File: config.mk
export PLATFORM = sky130hd
export DESIGN_NAME = instr_fetch_unit
export DESIGN_NICKNAME = d
export VERILOG_FILES = /design/src/rtl/arm_fetch_pkg.sv /design/src/rtl/fetch_fifo.sv /design/src/rtl/instr_fetch_unit.sv
export SDC_FILE = /design/constraint.sdc
export NUM_CORES = 1
export LEC_CHECK = 0
export ABC_AREA = 1
export CORE_ASPECT_RATIO = 1.2
export CORE_MARGIN = 2
export CORE_UTILIZATION = 39
export DETAILED_ROUTE_END_ITERATION = 8
export SYNTH_ARGS = -nofsm -noshare
export SYNTH_HDL_FRONTEND = slang
export SYNTH_SLANG_ARGS = --single-unit
File: constraint.sdc
create_clock -name clk -period 8.2 [get_ports clk]
set_input_delay 1.64 -clock clk [delete_from_list [all_inputs] [get_ports clk]]
set_output_delay 1.64 -clock clk [all_outputs]
set_load 0.02 [all_outputs]
File: src/rtl/arm_fetch_pkg.sv
// Shared types and constants for the ARM instruction-fetch stage.
//   ADDR_W / INSTR_W : address and instruction widths
//   PC_STEP          : byte increment between sequential word fetches
//   PC8_OFFSET       : R15 read offset seen by the decode stage (pc + 8)
//   fetch_entry_t    : one buffered fetch result {instr, pc}
package arm_fetch_pkg;

  localparam int ADDR_W  = 32;
  localparam int INSTR_W = 32;

  localparam logic [ADDR_W-1:0] PC_STEP    = 32'd4;
  localparam logic [ADDR_W-1:0] PC8_OFFSET = 32'd8;

  typedef struct packed {
    logic [INSTR_W-1:0] instr;
    logic [ADDR_W-1:0]  pc;
  } fetch_entry_t;

endpackage

File: src/rtl/fetch_fifo.sv
// Small circular FIFO of fetch_entry_t between the imem response path and decode.
// Ports:
//   clk, rst_n : clock, asynchronous active-low reset (pointers only)
//   push, din  : write din at the tail
//   pop        : drop the head entry
//   flush      : clear the pointers; wins over push and pop
//   head       : entry at the head (meaningful only while count != 0)
//   count      : number of entries held, 0..DEPTH
// The storage array is never reset; only the pointers carry state that matters.
module fetch_fifo
  import arm_fetch_pkg::*;
#(
  parameter int DEPTH = 2
) (
  input  logic                     clk,
  input  logic                     rst_n,
  input  logic                     push,
  input  fetch_entry_t             din,
  input  logic                     pop,
  input  logic                     flush,
  output fetch_entry_t             head,
  output logic [$clog2(DEPTH):0]   count
);

  localparam int IW = (DEPTH > 1) ? $clog2(DEPTH) : 1;
  localparam int PW = $clog2(DEPTH) + 1;

  fetch_entry_t    mem [1 << IW];
  logic [PW-1:0]   wr_ptr;
  logic [PW-1:0]   rd_ptr;
  logic [IW-1:0]   wr_idx;
  logic [IW-1:0]   rd_idx;

  // Pointers carry one extra wrap bit so full and empty are distinguishable.
  assign wr_idx = IW'(wr_ptr % DEPTH);
  assign rd_idx = IW'(rd_ptr % DEPTH);
  assign count  = wr_ptr - rd_ptr;
  assign head   = mem[rd_idx];

  always_ff @(posedge clk or negedge rst_n) begin
    if (!rst_n) begin
      wr_ptr <= '0;
      rd_ptr <= '0;
    end else if (flush) begin
      wr_ptr <= '0;
      rd_ptr <= '0;
    end else begin
      if (push) wr_ptr <= wr_ptr + PW'(1);
      if (pop)  rd_ptr <= rd_ptr + PW'(1);
    end
  end

  always_ff @(posedge clk) begin
    if (push && !flush) mem[wr_idx] <= din;
  end

endmodule

File: src/rtl/instr_fetch_unit.sv
// Instruction-fetch stage: owns the PC, issues word fetches to instruction memory
// over a variable-latency req/resp interface, buffers returned words and hands
// {instr, pc, pc+8} to decode with a valid/ready handshake. A taken branch
// (redirect) flushes the buffer and discards responses still in flight.
// Ports:
//   clk, reset                         : clock, asynchronous active-low reset
//   imem_req_valid/addr/ready          : fetch request channel (word addresses)
//   imem_resp_valid/data               : in-order response, one per accepted request
//   instr_valid/instr/instr_pc/pc8     : head of the fetch buffer toward decode
//   instr_ready                        : decode consumes the head this cycle
//   redirect, redirect_pc              : branch taken and its target
module instr_fetch_unit
  import arm_fetch_pkg::*;
#(
  parameter int                DEPTH    = 2,
  parameter logic [ADDR_W-1:0] RESET_PC = '0
) (
  input  logic               clk,
  input  logic               reset,
  output logic               imem_req_valid,
  output logic [ADDR_W-1:0]  imem_req_addr,
  input  logic               imem_req_ready,
  input  logic               imem_resp_valid,
  input  logic [INSTR_W-1:0] imem_resp_data,
  output logic               instr_valid,
  output logic [INSTR_W-1:0] instr,
  output logic [ADDR_W-1:0]  instr_pc,
  output logic [ADDR_W-1:0]  instr_pc8,
  input  logic               instr_ready,
  input  logic               redirect,
  input  logic [ADDR_W-1:0]  redirect_pc
);

  localparam int CW = $clog2(DEPTH) + 1;

  logic [ADDR_W-1:0] fetch_pc;
  logic [ADDR_W-1:0] resp_pc;
  logic [ADDR_W-1:0] target;
  logic [CW-1:0]     outstanding;
  logic [CW-1:0]     out_nxt;
  logic [CW-1:0]     drop;
  logic [CW-1:0]     fifo_count;
  logic [CW:0]       inflight;
  logic              drop_pend;
  logic              req_fire;
  logic              resp_keep;
  logic              pop;
  fetch_entry_t      push_entry;
  fetch_entry_t      head;

  assign target = redirect_pc & ~32'h3;

  // Requests are gated by credit: every accepted request already owns a FIFO
  // slot, so responses can never be back-pressured.
  assign inflight       = {1'b0, outstanding} + {1'b0, fifo_count};
  assign imem_req_valid = reset && !redirect && (inflight < (CW+1)'(DEPTH));
  assign imem_req_addr  = fetch_pc;
  assign req_fire       = imem_req_valid && imem_req_ready;

  // A response in a redirect cycle belongs to the old path and is discarded.
  assign drop_pend  = (drop != '0);
  assign resp_keep  = imem_resp_valid && !drop_pend && !redirect;
  assign push_entry = '{instr: imem_resp_data, pc: resp_pc};
  assign pop        = instr_valid && instr_ready;

  always_comb begin
    out_nxt = outstanding;
    if (req_fire)        out_nxt = out_nxt + CW'(1);
    if (imem_resp_valid) out_nxt = out_nxt - CW'(1);
  end

  // ---- request / response bookkeeping (registered) ----
  always_ff @(posedge clk or negedge reset) begin
    if (!reset) begin
      fetch_pc    <= RESET_PC;
      resp_pc     <= RESET_PC;
      outstanding <= '0;
      drop        <= '0;
    end else begin
      outstanding <= out_nxt;
      if (redirect) begin
        fetch_pc <= target;
        resp_pc  <= target;
        // everything still in flight after this cycle belongs to the old path
        drop     <= out_nxt;
      end else begin
        if (req_fire)                    fetch_pc <= fetch_pc + PC_STEP;
        if (resp_keep)                   resp_pc  <= resp_pc + PC_STEP;
        if (imem_resp_valid && drop_pend) drop    <= drop - CW'(1);
      end
    end
  end

  // ---- fetch buffer toward decode ----
  fetch_fifo #(.DEPTH(DEPTH)) u_fifo (
    .clk   (clk),
    .rst_n (reset),
    .push  (resp_keep),
    .din   (push_entry),
    .pop   (pop),
    .flush (redirect),
    .head  (head),
    .count (fifo_count)
  );

  assign instr_valid = (fifo_count != '0);
  assign instr       = instr_valid ? head.instr : '0;
  assign instr_pc    = instr_valid ? head.pc : '0;
  assign instr_pc8   = instr_valid ? (head.pc + PC8_OFFSET) : '0;

endmodule
==> metrics.cfg, run 1 <==
[status]
run_status=finished clean

[route]
drt_pass1_iterations=5
wl_per_cell_um=15.5
drc=0
dr.first_iter.drc_count=532
vias_per_cell=4.92
wirelength_um=28600
ant_nets=0
vias=9076

[logic_synthesis]
yosysTopAreaCell=edfxtp_1
yosysUniqueCellTypes=44
synth_commonest_cells=nand2_1 (482), nor2_1 (157), edfxtp_1 (124)
synth_cells=1317
synth.most_common_cell=nand2_1
netlist_area_um2=10600
synth-seq-area-share_pct=51.1
ys.flop_type=edfxtp_1
synthTopCellsByArea=edfxtp_1 (35%), nand2_1 (17%), dfrtp_1 (16%)
synth-edff-count=124
synth.top_cell.area_share_pct=35.1
async_flop_share_pct=35.4
syn-mean-instance-area_um2=8.07
synth_seq_cells=192
yosysWarnings=0

[worst_setup_path]
path_common_cell=nand2_1
slowest_delay_ns=0.70
critical_path.top_delay_family=buffers and inverters
rrSetupSlack_ns=4.33
critPathCaptureType=primary output
path_cells=inv_1 -> ha_1 -> xor2_1 -> nand2_1 -> nand2_1 -> nand2_2 -> inv_2 -> buf_4 -> nor2_1 -> nand2_1 -> o21ai_1 -> clkdlybuf4s50_1
cp_max_fo=44
critPathArrivalTime_ns=3.88
reg2regPathDepth=12
crit_slowest_cell=inv_2
reg2reg_to=imem_req_addr[4]$_DFFE_PN0P_
r2r_start=u_fifo.wr_ptr[0]$_DFFE_PN0N_
worstPathRequired_ns=6.56
crit_buf_inv=4
critPathKind=reg2out
crit_path_start_kind=flop

[sta]
fin_crit_sh_pct=67.3
tns_ns=0
rsz0062_at_grt=false
period_minus_slack_ns=5.52
hold_viol_final=0
timing.fmax_ghz=0.181
relSlewSlack_pct=37.5
tightest_slew_ns=0.935
slew_violations=0
finalSetupViolations=0
fin_skew_ns=0.0145
hold_slack_ns=0.560

[floorplan]
rows=66
start_util_pct=39.5
core-area_um2=26900
die_height_um=185
die_x_um=155
ios=200
die_area_um2=28600

[clocking]
cts_hold_buf=0
clock_latency_ns=0.43
cts_tree=built
root_buffer=clkbuf_16
clock_path_buffers=2
numCtsBuffers=17
cts.sinks=192
cts-resized-gates=0
cts_setup_buffers=0
htreeDepth=4
clk_pin_slew_ns=0.08

[global_route]
overflow=0
grt_pass1_wl_um=45400
grt_max_degree=73
antenna_found_initial=0
grt_pass1_vias=8518
track_usage_pct=20.4

[min_path]
min_from=resp_pc[8]$_DFFE_PN0N_
hold_depth=0
min_path_type=reg2reg
min_to=u_fifo.mem[1][8]$_DFFE_PP_

[power_and_ir_drop]
pwr-share-clk_pct=18.4
cellPowerDensity_nw_per_um2=344
p_leak_nw=5.40
switching_power_w=0.00200
p_seq_share_pct=28.0
swShare_pct=43.7
vdd_ir_drop_max_mv=0.168
p_total_w=0.00459
p_comb_share_pct=53.6
p_int_w=0.00258

[place]
place.gp.congestion=0.945
dpl.hpwl_um=20700
io_buffers=191
placedInstanceArea_um2=12700

[finish]
final_area_um2=13300
syn2layout_area_growth_pct=25.5
drive_gt1_share_pct=6.98
final_core_util_pct=49.5
num_antenna_cells=0
nNetsFinal=1568

[job]
maxCapViolations=0

kinds of logic after synthesis:
logic type	Yosys count	synth area share, %
compound gates	135	6.97
xor+xnor	26	2.14
fa+ha+maj	6	0.777
buf+inv	159	6.98
flops	192	51.1
other cells	1	0.0353
simple gates	798	32.0
per-layer routing:
| layer | share of wire (%) | global-route usage (%) | routed length [µm] | vias to the layer above |
|---|---|---|---|---|
| li1 | - | - | - | 4604 |
| met1 | 46 | 26.9 | 13000 | 4203 |
| met2 | 48 | 34.4 | 13800 | 243 |
| met3 | 4.3 | 3.07 | 1230 | 26 |
| met4 | 1.9 | 6.81 | 548 | 0 |
| met5 | 0 | 0 | 0 | - |
state kept, by name, summed over array words and instances (netlist names):
signal	cells
drop	2
imem_req_addr	30
outstanding	2
resp_pc	30
u_fifo.mem	124
u_fifo.rd_ptr	2
u_fifo.wr_ptr	2
worst reg2reg max path, delay by kind of cell, from the launching register on:
kind	cells	cell delay, ns
buf+inv	2	0.49
fa+ha+maj	2	0.77
simple gates	6	1.59
xor+xnor	1	0.15
compound gates	1	0.37
flops	1	0.40
cells in the final DEF (no fill, tap or decap), drive strengths merged:
cell and n:
edfxtp 124, buf 8, dfrtp 68, xor2 18, nand4 16, o21ai 41, o311ai 1, nand3b 5
xnor2 8, clkdlybuf4s50 189, and3 2, o211ai 12, a31oi 4, nor2 176, nor3 12, a2bb2oi 1
clkbuf 17, clkinvlp 1, inv 118, nand3 71, or2 1, nor3b 3, a22oi 2, ha 5
o31ai 1, clkinv 7, conb 6, bufinv 2, fa 1, nand2 511, and2 1, o21bai 6
a21oi 67
power by group through the flow:
stage               sequential (W)  combinational (W)  clock [W]
floorplan                  0.00131            0.00147          0
global placement           0.00130            0.00246          0
detailed placement         0.00130            0.00248          0
CTS                        0.00128            0.00249   0.000866
global route               0.00130            0.00268   0.000906
finish                     0.00128            0.00246   0.000846
worst max-delay path by stage:
stage	cells after the start	slack, ns	startpoint	end
finish	12	2.68	u_fifo.wr_ptr[0]$_DFFE_PN0N_	instr_pc8[23]
global route	12	2.28	u_fifo.wr_ptr[0]$_DFFE_PN0N_	instr_pc8[17]
CTS	12	2.58	u_fifo.wr_ptr[0]$_DFFE_PN0N_	instr_pc8[23]
detailed placement	6	3.06	imem_resp_valid	u_fifo.mem[1][31]$_DFFE_PP_
global placement	6	3.05	imem_resp_valid	u_fifo.mem[1][31]$_DFFE_PP_
floorplan	6	2.91	redirect	u_fifo.wr_ptr[1]$_DFFE_PN0N_
per-stage QoR:
stage | setup slack, ns | std cells
floorplan | 2.91 | 1322
global placement | 3.05 | 1813
detailed placement | 3.06 | 1813
CTS | 2.58 | 1845
global route | 2.28 | 1845
finish | 2.68 | 1845
cell type report:
class	count	area [µm²]
Fill cell	2607	13600
Sequential cell	192	5430
Multi-Input combinational cell	971	4490
Timing Repair Buffer	197	1950
Inverter	113	434
Clock buffer	17	425
Tap cell	340	425
Clock inverter	15	181
Power figures use the tool's default switching activity.
==> run 2, diff against run 1 <==
--- a/config.mk
+++ b/config.mk
@@ -10,6 +10,7 @@
 export CORE_MARGIN = 2
 export CORE_UTILIZATION = 39
 export DETAILED_ROUTE_END_ITERATION = 8
+export PLACE_DENSITY = 0.65
 export SYNTH_ARGS = -nofsm -noshare
 export SYNTH_HDL_FRONTEND = slang
 export SYNTH_SLANG_ARGS = --single-unit
==> constraint.sdc (replaced) <==
create_clock -name clk -period 4.61 [get_ports clk]
set_input_delay 0.922 -clock clk [delete_from_list [all_inputs] [get_ports clk]]
set_output_delay 0.922 -clock clk [all_outputs]
set_load 0.02 [all_outputs]
==> run 2 against run 1 <==
  * Combinational power is 80% higher
  * Utilization is 0.41 points higher
  * First-iteration DRC count is 23% higher
  * Die area stayed put
  * Critical path type unchanged
==> metrics.cfg, run 2 (synthesized netlist as in run 1, its figures left out) <==
[sta]
slew_violations=0
relSlewSlack_pct=56.1
rsz0062_at_grt=false
tns_ns=0
timing.fmax_ghz=0.231
fin_crit_sh_pct=93.8
hold_viol_final=0
final.setup.worst_slack_ns=0.285
finalSetupViolations=0
period_minus_slack_ns=4.33
tightest_slew_ns=0.658
fin_skew_ns=0.0138

[place]
dpl.cell_count=1820
io_buffers=191
place.gp.congestion=0.931
dpl.hpwl_um=20900
pre_cts_ws_ns=0.628

[route]
drc=0
wl_per_cell_um=15.4
ant_nets=0
vias=9142
vias_per_cell=4.94
dr.first_iter.drc_count=654
wirelength_um=28600
drt_pass1_iterations=5

[worst_setup_path]
crit_path_start_kind=flop
cp_max_fo=50
critPathCaptureType=primary output
critPathArrivalTime_ns=3.40
worstPathRequired_ns=3.69
critPathKind=reg2out

[status]
run_status=finished clean

[global_route]
grt_max_degree=69
met2_usage_pct=34.6
overflow=0
antenna_found_initial=0
grt_pass1_vias=8657
track_usage_pct=20.2
grtUsageMet3_pct=2.78
met1_usage_pct=26.9
grt_busiest_layer=met2
grt_pass1_wl_um=45400

[min_path]
min_path_type=in2async

[power_and_ir_drop]
p_leak_nw=5.46
vdd_ir_drop_max_mv=0.359
cellPowerDensity_nw_per_um2=616

[floorplan]
die_height_um=185
die_x_um=155
rows=66
ios=200
core-area_um2=26900
die_area_um2=28600
start_util_pct=39.5

[finish]
fillers=2585
num_antenna_cells=0
nNetsFinal=1575
instances_no_fill=1852
syn2layout_area_growth_pct=26.5
largest-register=u_fifo.mem
drive_gt1_share_pct=7.41
largest_reg_flops=124
final_common_cell=nand2_1
final_cell_mix=nand2_1 (482), clkdlybuf4s50_1 (189), nor2_1 (155)

[clocking]
cts.sinks=192
clock_latency_ns=0.43
cts_hold_buf=0
cts_tree=built
htreeDepth=4
clk_pin_slew_ns=0.08
clock_path_buffers=2
root_buffer=clkbuf_16
numCtsBuffers=17

[job]
maxCapViolations=0

-- run 2: cell types whose count changed in the layout (fill, tap and decap cells not counted), sizes merged --
cell,previous run,this run
buf,8,15
inv,118,124
clkinv,7,4
bufinv,2,0
clkinvlp,1,0
-- run 2: routing by layer --
layer	wire (µm)	vias to the layer above
met2	13900	286
met1	12900	4206
met3	1350	28
met4	471	0
met5	0	-
li1	-	4622
-- run 2: area by class of cell --
class | count | area (µm²) | area share (%)
sequential | 192 | 5430 | 40.4
clock inverter | 15 | 221 | 1.65
multi-input combinational | 971 | 4490 | 33.4
inverter | 113 | 434 | 3.23
tap | 340 | 425 | 3.17
timing repair buffer | 204 | 2010 | 15.0
clock buffer | 17 | 425 | 3.17
-- run 2: worst max-delay path, cell delays in order (launching register included) --
cell	delay, ns
dfrtp_2	0.43
buf_4	0.46
nand2_1	0.16
nand2_2	0.17
ha_1	0.21
nand2_2	0.10
nor2_1	0.21
inv_1	0.08
nor2_1	0.23
nand2_1	0.09
nand2_1	0.06
nand2_1	0.05
nor2_1	0.08
clkdlybuf4s50_1	0.62
-- run 2: final timing paths --
path                                               from                       endpoint  slack (ns)  depth (start not counted)
min reg2reg                     resp_pc[19]$_DFFE_PN0N_    u_fifo.mem[1][19]$_DFFE_PP_        0.55                          0
max in group asynchronous                         reset   u_fifo.rd_ptr[0]$_DFFE_PN0P_        3.11                          2
max reg2reg                u_fifo.rd_ptr[0]$_DFFE_PN0P_  imem_req_addr[19]$_DFFE_PN0P_        1.04                         15
max                        u_fifo.rd_ptr[0]$_DFFE_PN0P_                  instr_pc8[31]        0.28                         13
min                                               reset  imem_req_addr[29]$_DFFE_PN0P_        0.43                          1
min in group clk                resp_pc[19]$_DFFE_PN0N_    u_fifo.mem[1][19]$_DFFE_PP_        0.55                          0
-- run 2: metrics by stage --
stage                     total power (W)  util, %  instance area (µm²)  hold WS [ns]
after CTS                         0.00835     49.9                13400         0.419
after detailed placement          0.00677     47.5                12800         0.530
final                             0.00828     49.9                13400         0.426
after global routing              0.00881     49.9                13400         0.431
after floorplan                   0.00494        -                10600         0.464
after global placement            0.00671     47.5                12800         0.525
-- run 2: report_power, final --
group	switching [W]	internal, W
Sequential	0.000231	0.00206
Combinational	0.00267	0.00175
Clock	0.000795	0.000772
-- run 2: what timing repair did --
item,in CTS,in global routing
endpoints found under the setup margin,0,3
resized for setup,0,1
buffers inserted,0,0
